File: src/rtl/fp32_add_arbiter.sv
// Round-robin arbiter sharing one pipelined fp32 adder between N_REQ requesters.
// A tag pipe matched to the adder latency steers each sum back to its owner's result slot.
module fp32_add_arbiter #(
    parameter int N_REQ   = 4,
    parameter int ADD_LAT = 1,
    parameter int CNT_W   = 32
) (
    input  logic                 clk,
    input  logic                 rst,
    input  logic [N_REQ-1:0]     req_valid,
    input  logic [32*N_REQ-1:0]  req_a,
    input  logic [32*N_REQ-1:0]  req_b,
    output logic [N_REQ-1:0]     req_ready,
    output logic [N_REQ-1:0]     rsp_valid,
    output logic [32*N_REQ-1:0]  rsp_data,
    input  logic [N_REQ-1:0]     rsp_ready,
    output logic [31:0]          add_a,
    output logic [31:0]          add_b,
    input  logic [31:0]          add_sum,
    output logic                 busy,
    output logic [CNT_W-1:0]     issue_cnt
);

    localparam int ID_W  = $clog2(N_REQ);
    localparam int DEPTH = ADD_LAT + 1;

    logic [N_REQ-1:0]            occ_r;
    logic [N_REQ-1:0]            occ_next_s;
    logic [N_REQ-1:0]            elig_s;
    logic [N_REQ-1:0]            consume_s;
    logic [N_REQ-1:0]            cap_oh_s;
    logic [N_REQ-1:0]            rsp_valid_r;
    logic [N_REQ-1:0]            rsp_valid_next_s;
    logic [32*N_REQ-1:0]         rsp_data_r;
    logic [ID_W-1:0]             ptr_r;
    logic [ID_W-1:0]             ptr_next_s;
    logic [ID_W:0]               pick_s;
    logic                        grant_vld_s;
    logic [ID_W-1:0]             grant_idx_s;
    logic [31:0]                 add_a_r;
    logic [31:0]                 add_b_r;
    logic [CNT_W-1:0]            issue_cnt_r;
    logic                        busy_r;
    logic [DEPTH-1:0]            tag_vld_r;
    logic [DEPTH-1:0][ID_W-1:0]  tag_id_r;

    // Returns {found, index} of the first eligible requester at or above ptr, wrapping.
    function automatic logic [ID_W:0] pick_grant(input logic [N_REQ-1:0] elig,
                                                  input logic [ID_W-1:0]  ptr);
        logic [ID_W:0] res;
        int            cand;
        res = '0;
        for (int k = 0; k < N_REQ; k++) begin
            cand = int'(ptr) + k;
            if (cand >= N_REQ) begin
                cand = cand - N_REQ;
            end else begin
                cand = cand;
            end
            if (!res[ID_W] && elig[ID_W'(cand)]) begin
                res = {1'b1, ID_W'(cand)};
            end else begin
                res = res;
            end
        end
        return res;
    endfunction

    // Grant selection: eligibility uses registered occupancy, never operand data.
    always_comb begin
        elig_s      = req_valid & ~occ_r;
        pick_s      = pick_grant(elig_s, ptr_r);
        grant_vld_s = pick_s[ID_W];
        grant_idx_s = pick_s[ID_W-1:0];
        req_ready   = '0;
        if (grant_vld_s) begin
            req_ready[grant_idx_s] = 1'b1;
        end else begin
            req_ready = '0;
        end
    end

    // Next-state for pointer, occupancy and result-slot valid bits.
    always_comb begin
        consume_s  = rsp_valid_r & rsp_ready;
        occ_next_s = (occ_r & ~consume_s) | req_ready;
        cap_oh_s   = '0;
        if (tag_vld_r[DEPTH-1]) begin
            cap_oh_s[tag_id_r[DEPTH-1]] = 1'b1;
        end else begin
            cap_oh_s = '0;
        end
        rsp_valid_next_s = (rsp_valid_r & ~consume_s) | cap_oh_s;
        ptr_next_s       = ptr_r;
        if (grant_vld_s) begin
            if (grant_idx_s == ID_W'(N_REQ - 1)) begin
                ptr_next_s = '0;
            end else begin
                ptr_next_s = grant_idx_s + ID_W'(1);
            end
        end else begin
            ptr_next_s = ptr_r;
        end
    end

    // Arbitration state, operand registers and issue counter.
    always_ff @(posedge clk or posedge rst) begin
        if (rst) begin
            occ_r       <= '0;
            busy_r      <= 1'b0;
            ptr_r       <= '0;
            add_a_r     <= 32'h0000_0000;
            add_b_r     <= 32'h0000_0000;
            issue_cnt_r <= '0;
        end else begin
            occ_r  <= occ_next_s;
            busy_r <= |occ_next_s;
            ptr_r  <= ptr_next_s;
            if (grant_vld_s) begin
                add_a_r     <= req_a[32*grant_idx_s +: 32];
                add_b_r     <= req_b[32*grant_idx_s +: 32];
                issue_cnt_r <= issue_cnt_r + CNT_W'(1);
            end
        end
    end

    // Tag pipe: stage DEPTH-1 lines up with add_sum for the op issued DEPTH-1 edges earlier.
    always_ff @(posedge clk or posedge rst) begin
        if (rst) begin
            tag_vld_r <= '0;
            tag_id_r  <= '0;
        end else begin
            tag_vld_r <= {tag_vld_r[DEPTH-2:0], grant_vld_s};
            tag_id_r  <= {tag_id_r[DEPTH-2:0], (grant_vld_s ? grant_idx_s : ID_W'(0))};
        end
    end

    // Result slots: capture the adder output into the tagged owner's slot.
    always_ff @(posedge clk or posedge rst) begin
        if (rst) begin
            rsp_valid_r <= '0;
            rsp_data_r  <= '0;
        end else begin
            rsp_valid_r <= rsp_valid_next_s;
            for (int i = 0; i < N_REQ; i++) begin
                if (cap_oh_s[i]) begin
                    rsp_data_r[32*i +: 32] <= add_sum;
                end
            end
        end
    end

    assign rsp_valid = rsp_valid_r;
    assign rsp_data  = rsp_data_r;
    assign add_a     = add_a_r;
    assign add_b     = add_b_r;
    assign busy      = busy_r;
    assign issue_cnt = issue_cnt_r;

endmodule

File: config.mk
export PLATFORM = sky130hd
export DESIGN_NAME = fp32_add_arbiter
export DESIGN_NICKNAME = d
export VERILOG_FILES = /design/src/rtl/fp32_add_arbiter.sv
export SDC_FILE = /design/constraint.sdc
export NUM_CORES = 1
export LEC_CHECK = 0
export CAP_MARGIN = 0
export CORE_AREA = 2 2 208 210
export CTS_CLUSTER_DIAMETER = 50
export DETAILED_ROUTE_END_ITERATION = 7
export DIE_AREA = 0 0 210 212
export SLEW_MARGIN = 10
export SYNTH_ARGS = -nofsm -noshare
export SYNTH_HDL_FRONTEND = slang
export SYNTH_SLANG_ARGS = --single-unit
File: constraint.sdc
create_clock -name clk -period 11.5 [get_ports clk]
set_input_delay 3.45 -clock clk [delete_from_list [all_inputs] [get_ports clk]]
set_output_delay 3.45 -clock clk [all_outputs]
set_load 0.02 [all_outputs]
* After elaboration in Yosys (flattened, before gate mapping)
Cells that the tools add are included.
** Storage, ports and cells
- Input port bits :: 298
- Word-level logic and storage cells :: 83
- Bits in registers :: 241
- Output and inout bits :: 233
** Operators by class
- Mux-type cells :: 28
- $add $sub $neg :: 9
- Equal/unequal tests :: 1
- Order comparisons :: 12
- Bitwise operators :: 8
- Reduce and logical (&&, ||, !) cells :: 9
- Shift operators :: 2
** Operators with widths (number)
- $shiftx A128 B8 Y32 :: 2
- $add A32 B1 Y32 const B :: 1
- $and A4 B4 Y4 :: 4
- $lt A2 B4 Y1 const B :: 4
- $mux W2 :: 6
- $mux W3 :: 4
- $mux W1 :: 10
- $ge A3 B3 Y1 const B :: 3
- $bmux W1 S2 :: 4
- $mux W4 :: 2
- $not A4 Y4 :: 2
- $or A4 B4 Y4 :: 2
- $sub A2 B1 Y2 const B :: 4
- $add A2 B2 Y3 const B :: 2
- $lt A2 B3 Y1 const B :: 2
- $logic_and A1 B1 Y1 :: 5
- $demux W1 S2 :: 2
- $ge A2 B1 Y1 const B :: 2
- $reduce_or A4 Y1 :: 1
- $add A2 B1 Y3 const B :: 1
- $ge A2 B3 Y1 const B :: 1
- $logic_not A1 Y1 :: 3
- $add A2 B1 Y2 const B :: 1
- $eq A2 B2 Y1 const B :: 1

* Depth between registers and ports, before layout
Gate-level depths: netlist of the first run.
- Word-level depth :: 22
- Gate-level depth with buffers :: 10
- Mapped depth without buffers :: 7

* Worst setup path after synthesis of the first run
OpenSTA, ideal clock, no wires.
- Path type :: input port to output port
- Start :: input req_valid[2]
- End :: output req_ready[3]
- Path buffers :: 3
- Arrival time :: 4845 ps
- Required time :: 8050 ps
- Stages :: 9
- Setup slack :: 3205 ps
- Cell sequence :: nand2b_1 o221a_1 o21ai_1 buf_4 buf_4 buf_2 inv_1 ha_1 and2_1
** On the way
- Cells in the longest elaborated chain, start to end :: 19
- Elaborated cells between the ends (all ways) :: 29
- Those cells by class :: order compare (2); mux (19); bitwise (1); reduce/logical (7)
** Ends and longest elaborated chain
- start: declaration :: RTL line 10 : input logic [N_REQ-1:0] req_valid,
- $and A4 B4 Y4 (*) :: RTL line 71 : elig_s = req_valid & ~occ_r;
- $bmux W1 S2 :: RTL line 60 : if (!res[ID_W] && elig[ID_W'(cand)]) begin
- $mux W1 (implied by the code) (2 in series) :: RTL line 60
- $mux W3 :: RTL line 60
- $logic_not A1 Y1 :: RTL line 60
- $logic_and A1 B1 Y1 :: RTL line 60
- $mux W3 :: RTL line 60
- $logic_not A1 Y1 :: RTL line 60
- [... 2 more ...]
- $logic_not A1 Y1 :: RTL line 60
- $logic_and A1 B1 Y1 :: RTL line 60
- $mux W3 (*) :: RTL line 60
- $lt A2 B3 Y1 (implied by the code) or $ge A2 B1 Y1 (tied branches) :: RTL line 77 : req_ready[grant_idx_s] = 1'b1;
- $logic_and A1 B1 Y1 (implied by the code) :: RTL line 77
- $mux W1 (implied by the code) :: RTL line 77
- $demux W1 S2 :: RTL line 77
- $mux W4 (*) :: RTL line 76 : if (grant_vld_s) begin
- end: declaration :: RTL line 13 : output logic [N_REQ-1:0] req_ready,
Mark *: on every way between the ends. The rest lies on a longest branch, timed or not. The select of a mux whose other input is x is not followed.

* Worst setup path in the final report of the first run
Same ends and word-level chain as after synthesis.

==> flow_summary.html, run 1 <==
<table>
<tr><th>Metric</th><th>Value</th></tr>
<tr><th colspan="2">Outcome</th></tr>
<tr><td>Run status</td><td>finished clean</td></tr>
<tr><th colspan="2">Synth</th></tr>
<tr><td>Net count after synthesis</td><td>1196</td></tr>
<tr><td>Post-Synthesis Cells</td><td>896</td></tr>
<tr><td>Share of flip-flops with an asynchronous set or reset</td><td>100%</td></tr>
<tr><td>Cell type with the largest total area after synthesis</td><td>sky130_fd_sc_hd__dfrtp_1</td></tr>
<tr><td>Number of distinct library cells after synthesis</td><td>43</td></tr>
<tr><td>Most frequently used flop master after synthesis</td><td>sky130_fd_sc_hd__dfrtp_1</td></tr>
<tr><td>Mean cell area of the mapped netlist</td><td>12.0 um^2</td></tr>
<tr><td>Syn Std Cell Area</td><td>10700 um^2</td></tr>
<tr><td>Leading cell types by total area after synthesis</td><td>sky130_fd_sc_hd__dfrtp_1 (56%), sky130_fd_sc_hd__mux2_2 (14%), sky130_fd_sc_hd__mux2i_1 (6.0%)</td></tr>
<tr><td>Top cell type's share of synthesized area</td><td>a little under three fifths</td></tr>
<tr><td>Ys Warns</td><td>0</td></tr>
<tr><td>Share of synthesized area occupied by flip-flops and latches</td><td>56.2%</td></tr>
<tr><td>Number of flops mapped to enable cells by yosys</td><td>0</td></tr>
<tr><td>Number of storage elements in the synthesis netlist</td><td>241</td></tr>
<tr><th colspan="2">Cells and area</th></tr>
<tr><td>Area of all placed cells without fillers</td><td>between 15000 and 20000 um^2</td></tr>
<tr><td>Commonest non-fill, non-tap cell in the layout</td><td>sky130_fd_sc_hd__clkdlybuf4s50_1</td></tr>
<tr><td>Signed area change from the synthesized netlist to the final layout</td><td>65.3%</td></tr>
<tr><td>Most used cells in the layout excluding fill and tap cells</td><td>sky130_fd_sc_hd__clkdlybuf4s50_1 (530), sky130_fd_sc_hd__dfrtp_1 (241), sky130_fd_sc_hd__mux2_2 (130)</td></tr>
<tr><td>Layout cell share with drive strength beyond 1</td><td>14.9%</td></tr>
<tr><td>Count of filler cells inserted in the layout</td><td>roughly 4.1k</td></tr>
<tr><td>Final nets</td><td>roughly 1.7k</td></tr>
<tr><td>End-of-flow core utilization</td><td>a little over two fifths</td></tr>
<tr><td>Non-filler instance count after layout</td><td>1992</td></tr>
<tr><th colspan="2">STA</th></tr>
<tr><td>Number of max-slew violations in the final report</td><td>0</td></tr>
<tr><td>Part of the cycle the worst path needs</td><td>84.4%</td></tr>
<tr><td>Fmax</td><td>103 MHz</td></tr>
<tr><td>Worst Clk Skew</td><td>about 17 ps</td></tr>
<tr><td>Unrepaired setup endpoints after global routing</td><td>no</td></tr>
<tr><td>Worst Tran Pin Value</td><td>between 900 and 1000 ps</td></tr>
<tr><td>Total setup violations reported at the end of the flow</td><td>0</td></tr>
<tr><td>Minimum period implied by the final worst setup slack</td><td>9700 ps</td></tr>
<tr><td>Max-slew headroom at the worst pin</td><td>33.4%</td></tr>
<tr><td>Number of hold violations in the final report</td><td>0</td></tr>
<tr><td>Setup TNS</td><td>0 ps</td></tr>
<tr><th colspan="2">Clocking</th></tr>
<tr><td>Clock latency on the worst-skew pair</td><td>between 500 and 600 ps</td></tr>
<tr><td>TritonCTS clock tree</td><td>built</td></tr>
<tr><td>Clk buf depth</td><td>3</td></tr>
<tr><td>Cts hold-fix bufs</td><td>0</td></tr>
<tr><td>Number of clock sinks</td><td>241</td></tr>
<tr><td>Post CTS Setup Buffer Count</td><td>0</td></tr>
<tr><td>Depth of the CTS H-tree</td><td>2</td></tr>
<tr><td>Clock transition at the register clock pins on the worst setup and hold paths after CTS</td><td>approximately 60 ps</td></tr>
<tr><td>Number of buffers added by the clock tree synthesis step</td><td>34</td></tr>
<tr><td>Clock tree root driver cell</td><td>sky130_fd_sc_hd__clkbuf_16</td></tr>
<tr><td>Post-cts gate resize count</td><td>0</td></tr>
<tr><th colspan="2">Place</th></tr>
<tr><td>Placed insts</td><td>1928</td></tr>
<tr><td>Count of input and output buffers</td><td>530</td></tr>
<tr><td>Placer's final routability congestion estimate</td><td>~0.81</td></tr>
<tr><td>Cell area after placement</td><td>16600 um^2</td></tr>
<tr><td>HPWL reported at the end of detailed placement</td><td>29.2 mm</td></tr>
<tr><th colspan="2">Global routing</th></tr>
<tr><td>Global route total overflow</td><td>0</td></tr>
<tr><td>GRT Util Overall</td><td>roughly 17%</td></tr>
<tr><td>Number of global-route vias before repair</td><td>9636</td></tr>
<tr><td>Maximum number of pins on one net before global-route repair</td><td>118</td></tr>
<tr><td>Antenna violations before repair</td><td>1</td></tr>
<tr><td>Global-route wire length before repair</td><td>58.6 mm</td></tr>
<tr><th colspan="2">Floorplanning</th></tr>
<tr><td>Y dimension of the die</td><td>roughly 210 um</td></tr>
<tr><td>Initial Util</td><td>approximately a quarter</td></tr>
<tr><td>Die Wd</td><td>around 210 um</td></tr>
<tr><td>Total core area</td><td>42500 um^2</td></tr>
<tr><td>Placement row count</td><td>76</td></tr>
<tr><td>Total I/O pin count</td><td>531</td></tr>
<tr><td>Area of the die</td><td>about 45000 um^2</td></tr>
<tr><th colspan="2">Worst setup path</th></tr>
<tr><td>Startpoint Class</td><td>primary input</td></tr>
<tr><td>Top fanout value on the critical path</td><td>24</td></tr>
<tr><td>Worst endpoint data arrival time</td><td>~6300 ps</td></tr>
<tr><td>Capturing element type of the critical path</td><td>output port</td></tr>
<tr><td>Setup Crit Path Kind</td><td>primary input to output port</td></tr>
<tr><td>WP data required</td><td>8050 ps</td></tr>
<tr><th colspan="2">Route</th></tr>
<tr><td>Via-to-Cell Ratio</td><td>4.70</td></tr>
<tr><td>Routed wire per std cell</td><td>around 20 um</td></tr>
<tr><td>Antenna Violating Nets Remaining</td><td>0</td></tr>
<tr><td>Initial detailed-routing violation count</td><td>515</td></tr>
<tr><td>DRC violations left</td><td>0</td></tr>
<tr><td>Count of vias placed by the detailed router</td><td>roughly 9.4k</td></tr>
<tr><td>Aggregate routed wire length</td><td>around 40 mm</td></tr>
<tr><td>Number of detailed-route iterations in the first pass</td><td>5</td></tr>
<tr><th colspan="2">Pwr</th></tr>
<tr><td>Leakage power figure</td><td>7.51 nW</td></tr>
<tr><td>Cell Pwr Density</td><td>294 nW/um^2</td></tr>
<tr><td>Maximum vdd ir drop</td><td>0.105 mV</td></tr>
<tr><th colspan="2">Min path</th></tr>
<tr><td>Min-delay worst type</td><td>flop to flop</td></tr>
<tr><th colspan="2">Run</th></tr>
<tr><td>Number of max-capacitance violations reported</td><td>0</td></tr>
</table>
==> synthesized netlist by cell type, types with 8 or more instances <==
master / n
sky130_fd_sc_hd__clkbuf_1: 28
sky130_fd_sc_hd__dfrtp_1: 241
sky130_fd_sc_hd__buf_2: 21
sky130_fd_sc_hd__a21oi_1: 65
sky130_fd_sc_hd__nand2_1: 81
sky130_fd_sc_hd__nand3_1: 10
sky130_fd_sc_hd__xor2_1: 13
sky130_fd_sc_hd__nand4_1: 8
sky130_fd_sc_hd__mux2_2: 130
sky130_fd_sc_hd__nor2_1: 78
sky130_fd_sc_hd__inv_1: 13
sky130_fd_sc_hd__xnor2_1: 18
sky130_fd_sc_hd__a221oi_1: 64
sky130_fd_sc_hd__mux2i_1: 64
==> layout make-up <==
type / count / area [um^2] / share of cell area, %
repair buffers: 541 / 5390 / 30.4
flip-flops and latches: 241 / 6030 / 34.0
clock inverters: 15 / 140 / 0.790
diodes: 3 / 7.51 / 0.0423
clock buffers: 46 / 977 / 5.51
inverters: 14 / 60.1 / 0.339
well taps: 546 / 683 / 3.85
multi-input cells: 586 / 4460 / 25.1
==> state kept, by name, indices dropped and copies added, names as in the netlist <==
| register | count |
|---|---|
| rsp_data | 128 |
| add_a | 32 |
| add_b | 32 |
| issue_cnt | 32 |
| occ_r | 4 |
| rsp_valid | 4 |
| tag_id_r | 4 |
| ptr_r | 2 |
| tag_vld_r | 2 |
| busy | 1 |
==> cells by family after synthesis <==
family / Yosys count / share of synthesized area [%]
flip-flops: 241 / 56.2
AND/OR/NAND/NOR: 210 / 9.02
multiplexers: 194 / 19.6
AO/OA/AOI/OAI: 149 / 9.63
buffers and inverters: 69 / 2.80
XOR/XNOR: 31 / 2.53
adder cells (fa/ha/maj): 2 / 0.233
==> worst max-delay path: stages <==
cell and delay, ps:
sky130_fd_sc_hd__clkdlybuf4s50_1 480, sky130_fd_sc_hd__nand2b_1 170, sky130_fd_sc_hd__o221a_1 320, sky130_fd_sc_hd__o21ai_4 680, sky130_fd_sc_hd__inv_1 110, sky130_fd_sc_hd__ha_1 240, sky130_fd_sc_hd__and2_1 150, sky130_fd_sc_hd__clkdlybuf4s50_1 650
==> path summary, 6_finish.rpt <==
check,to,slack [ps],cells after the start,from
worst min-delay path,tag_id_r[3],350,0,tag_id_r[1]
max in group asynchronous,add_a[16],6560,3,rst
worst min register to register,tag_id_r[3],350,0,tag_id_r[1]
worst max register to register,add_b[13],7610,7,occ_r[2]
min in group asynchronous,add_a[31],3460,2,rst
worst max-delay path,req_ready[3],1800,8,req_valid[2]
==> power breakdown <==
group	leakage, nW	internal [W]	switching, W
logic	4.14	0.00129	0.00140
clock network	0.543	0.000627	0.000404
registers	2.83	0.00125	0.000235
==> stage by stage <==
stage | total power [W] | setup WS (ps) | hold slack [ps]
finish | 0.00521 | 1800 | 347
global route | 0.00552 | 1570 | 359
CTS | 0.00529 | 1700 | 348
detailed placement | 0.00423 | 1710 | 335
global placement | 0.00418 | 1760 | 332
floorplan | 0.00297 | 1430 | 331
==> metal layers <==
metal	vias up	share of wire, %	global-route usage, %
met5	-	0	0
met4	0	2.9	6.46
met2	424	48	28.2
met3	66	8.3	5.58
met1	4600	41	21.2
li1	4282	-	-
Note: power is estimated with default switching activity, not from simulation.
==> run 2, diff against run 1 <==
==> constraint.sdc (replaced) <==
create_clock -name clk -period 8.95 [get_ports clk]
set_input_delay 2.685 -clock clk [delete_from_list [all_inputs] [get_ports clk]]
set_output_delay 2.685 -clock clk [all_outputs]
set_load 0.02 [all_outputs]
==> run 2 against run 1 <==
  * Non-clock buffer count unchanged
  * Hold slack lost 6.2 ps
  * Highest routed layer is now met5
  * Via count about the same
  * Critical path type unchanged
  * Critical endpoint is now req_ready[2]
  * Critical path depth is 1 lower
  * Global-route usage shrank 0.12 points
  * Count of clock-buffer cells in the layout up 2
  * Sequential cell count is the same
  * Sequential power rose by 28%
  * Final area rose by 0.54%
  * Total power up 30%
  * Combinational power grew 29%
  * Register-to-register slack worse by 1400 ps
==> flow_summary.html, run 2 (synthesized netlist as in run 1, its figures left out) <==
<table>
<tr><th>Metric</th><th>Value</th></tr>
<tr><th colspan="2">Route</th></tr>
<tr><td>DRC violations left</td><td>0 (unchanged)</td></tr>
<tr><td>Antenna Violating Nets Remaining</td><td>0 (unchanged)</td></tr>
<tr><td>Number of detailed-route iterations in the first pass</td><td>5 (unchanged)</td></tr>
<tr><td>Count of vias placed by the detailed router</td><td>9367 (-0.053%)</td></tr>
<tr><td>Initial detailed-routing violation count</td><td>476 (-7.6%)</td></tr>
<tr><td>Aggregate routed wire length</td><td>39.4 mm (-1.4%)</td></tr>
<tr><td>Routed wire per std cell</td><td>19.8 um (-1.5%)</td></tr>
<tr><td>Via-to-Cell Ratio</td><td>4.70 (-0.15%)</td></tr>
<tr><th colspan="2">Cells and area</th></tr>
<tr><td>Commonest non-fill, non-tap cell in the layout</td><td>sky130_fd_sc_hd__clkdlybuf4s50_1</td></tr>
<tr><td>Number of flip-flops under the largest register name</td><td>128 (unchanged)</td></tr>
<tr><td>Area of all placed cells without fillers</td><td>17800 um^2 (+0.54%)</td></tr>
<tr><td>Final nets</td><td>1720 (+0.12%)</td></tr>
<tr><td>Signed area change from the synthesized netlist to the final layout</td><td>66.2%</td></tr>
<tr><td>Register cell area after layout</td><td>6030 um^2 (unchanged)</td></tr>
<tr><td>Layout cell share with drive strength beyond 1</td><td>15.2% (+0.30 points)</td></tr>
<tr><td>Non-filler instance count after layout</td><td>1994 (+0.10%)</td></tr>
<tr><td>Multi-input combinational cell area</td><td>4460 um^2 (unchanged)</td></tr>
<tr><td>Most used cells in the layout excluding fill and tap cells</td><td>sky130_fd_sc_hd__clkdlybuf4s50_1 (530), sky130_fd_sc_hd__dfrtp_1 (241), sky130_fd_sc_hd__mux2_2 (130)</td></tr>
<tr><td>Count of filler cells inserted in the layout</td><td>4024 (-0.89%)</td></tr>
<tr><th colspan="2">STA</th></tr>
<tr><td>Part of the cycle the worst path needs</td><td>90.2%</td></tr>
<tr><td>Max-slew headroom at the worst pin</td><td>31.9% (-1.4 points)</td></tr>
<tr><td>Setup TNS</td><td>0 ps (unchanged)</td></tr>
<tr><td>Unrepaired setup endpoints after global routing</td><td>no</td></tr>
<tr><td>Total setup violations reported at the end of the flow</td><td>0 (unchanged)</td></tr>
<tr><td>Worst Clk Skew</td><td>21.1 ps (+4.12 ps)</td></tr>
<tr><td>Minimum period implied by the final worst setup slack</td><td>8070 ps</td></tr>
<tr><td>Fmax</td><td>124 MHz</td></tr>
<tr><td>Number of max-slew violations in the final report</td><td>0 (unchanged)</td></tr>
<tr><td>Number of hold violations in the final report</td><td>0 (unchanged)</td></tr>
<tr><td>Worst Tran Pin Value</td><td>1020 ps (+21.7 ps)</td></tr>
<tr><th colspan="2">Min path</th></tr>
<tr><td>Launch instance of the worst min-delay path</td><td>tag_id_r[1]</td></tr>
<tr><td>Min-delay worst type</td><td>flop to flop</td></tr>
<tr><th colspan="2">Clocking</th></tr>
<tr><td>Number of buffers added by the clock tree synthesis step</td><td>36 (+5.9%)</td></tr>
<tr><td>Cts hold-fix bufs</td><td>0 (unchanged)</td></tr>
<tr><td>Clock transition at the register clock pins on the worst setup and hold paths after CTS</td><td>60 ps (about the same)</td></tr>
<tr><td>Post-cts gate resize count</td><td>0 (unchanged)</td></tr>
<tr><td>TritonCTS clock tree</td><td>built</td></tr>
<tr><td>Depth of the CTS H-tree</td><td>2 (unchanged)</td></tr>
<tr><td>Post CTS Setup Buffer Count</td><td>0 (unchanged)</td></tr>
<tr><td>Clock latency on the worst-skew pair</td><td>540 ps (+20 ps)</td></tr>
<tr><td>Number of clock sinks</td><td>241 (unchanged)</td></tr>
<tr><td>Clock tree root driver cell</td><td>sky130_fd_sc_hd__clkbuf_16</td></tr>
<tr><td>Clk buf depth</td><td>3 (unchanged)</td></tr>
<tr><th colspan="2">Floorplanning</th></tr>
<tr><td>Area of the die</td><td>44500 um^2 (unchanged)</td></tr>
<tr><td>Total I/O pin count</td><td>531 (unchanged)</td></tr>
<tr><td>Die Wd</td><td>210 um (unchanged)</td></tr>
<tr><td>Total core area</td><td>42500 um^2 (unchanged)</td></tr>
<tr><td>Y dimension of the die</td><td>212 um (unchanged)</td></tr>
<tr><td>Placement row count</td><td>76 (unchanged)</td></tr>
<tr><td>Initial Util</td><td>25.3% (unchanged)</td></tr>
<tr><th colspan="2">Global routing</th></tr>
<tr><td>Antenna violations before repair</td><td>2 (+1)</td></tr>
<tr><td>Number of global-route vias before repair</td><td>9523 (-1.2%)</td></tr>
<tr><td>Maximum number of pins on one net before global-route repair</td><td>156 (+32%)</td></tr>
<tr><td>Global-route wire length before repair</td><td>58.0 mm (-0.98%)</td></tr>
<tr><td>GRT Util Overall</td><td>17.1% (-0.12 points)</td></tr>
<tr><td>Global route total overflow</td><td>0 (unchanged)</td></tr>
<tr><th colspan="2">Worst setup path</th></tr>
<tr><td>Number of buffer and inverter stages on the critical path</td><td>3 (unchanged)</td></tr>
<tr><td>Most frequent CP cell</td><td>sky130_fd_sc_hd__clkdlybuf4s50_1</td></tr>
<tr><td>Setup Crit Path Kind</td><td>primary input to output port</td></tr>
<tr><td>Worst path slowest cell</td><td>sky130_fd_sc_hd__clkdlybuf4s50_1</td></tr>
<tr><td>Worst setup path start</td><td>req_valid[2]</td></tr>
<tr><td>Capturing element type of the critical path</td><td>output port</td></tr>
<tr><td>Delay of the slowest cell on the worst path</td><td>710 ps (+30 ps)</td></tr>
<tr><td>CP delay by family, top</td><td>buffers and inverters</td></tr>
<tr><td>WP data required</td><td>6270 ps (-1780 ps)</td></tr>
<tr><td>Startpoint Class</td><td>primary input</td></tr>
<tr><td>Worst endpoint data arrival time</td><td>5380 ps (-870 ps)</td></tr>
<tr><td>Worst-path cell chain</td><td>clkdlybuf4s50_1, nand2b_1, o21ai_0, o22ai_4, buf_4, nor2_1, clkdlybuf4s50_1</td></tr>
<tr><td>Worst reg2reg path startpoint</td><td>occ_r[2]</td></tr>
<tr><td>Top fanout value on the critical path</td><td>66 (+180%)</td></tr>
<tr><td>Internal reg-to-reg setup slack</td><td>6230 ps (-1380 ps)</td></tr>
<tr><th colspan="2">Place</th></tr>
<tr><td>Placed insts</td><td>1928 (unchanged)</td></tr>
<tr><td>Placer's final routability congestion estimate</td><td>0.841 (+3.2%)</td></tr>
<tr><td>Cell area after placement</td><td>16600 um^2 (about the same)</td></tr>
<tr><td>HPWL reported at the end of detailed placement</td><td>28.9 mm (-1.1%)</td></tr>
<tr><td>Count of input and output buffers</td><td>530 (unchanged)</td></tr>
<tr><th colspan="2">Pwr</th></tr>
<tr><td>Cell Pwr Density</td><td>380 nW/um^2 (+29%)</td></tr>
<tr><td>Maximum vdd ir drop</td><td>0.275 mV (+160%)</td></tr>
<tr><td>Leakage power figure</td><td>7.55 nW (+0.62%)</td></tr>
<tr><th colspan="2">Outcome</th></tr>
<tr><td>Run status</td><td>finished clean</td></tr>
<tr><th colspan="2">Run</th></tr>
<tr><td>Number of max-capacitance violations reported</td><td>0 (unchanged)</td></tr>
</table>
-- run 2: cell count changes in the layout (fill, tap and decap cells not counted), sizes merged --
cell	delta
clkbuf	+2
diode	-2
bufinv	+1
clkinv	-1
clkinvlp	+1
inv	+1
-- run 2: final cells by class --
cell class,instances,share of cell area (%)
sequential,241,33.8
multi-input combinational,586,25.0
clock buffer,48,5.81
antenna,1,0.0140
inverter,14,0.316
clock inverter,17,0.968
tap,546,3.83
timing repair buffer,541,30.3
-- run 2: metal layers --
layer	routed length (um)	GRT usage, %
met4	1450	7.24
met1	15900	20.7
met5	13	0
met2	18800	28.2
met3	3300	5.35
-- run 2: worst paths after layout --
check	end	depth (start not counted)
min	tag_id_r[3]	0
min reg2reg	tag_id_r[3]	0
max reg2reg	add_b[0]	6
max	req_ready[2]	7
max in group asynchronous	rsp_data[107]	3
min in group asynchronous	issue_cnt[28]	2
-- run 2: through the flow --
stage	utilization, %	hold WS (ps)	setup WS, ps	power [W]
after detailed placement	39.1	335	833	0.00542
after global routing	42.0	360	739	0.00717
final	42.0	340	881	0.00679
after floorplan	-	331	2180	0.00381
after CTS	42.0	343	835	0.00689
after global placement	39.1	335	912	0.00537
-- run 2: power breakdown --
group / switching, W / internal [W] / leakage, nW / total (W)
clock: 0.000535 / 0.000881 / 0.591 / 0.00142
combinational: 0.00180 / 0.00167 / 4.13 / 0.00347
sequential: 0.000293 / 0.00161 / 2.83 / 0.00190
==> run 3, diff against run 2 <==
--- a/config.mk
+++ b/config.mk
@@ -14,3 +14,4 @@
 export SYNTH_ARGS = -nofsm -noshare
 export SYNTH_HDL_FRONTEND = slang
 export SYNTH_SLANG_ARGS = --single-unit
+export TNS_END_PERCENT = 1
==> results of run 3 <==
No change in the layout: final DEF, timing and power equal those of run 2.
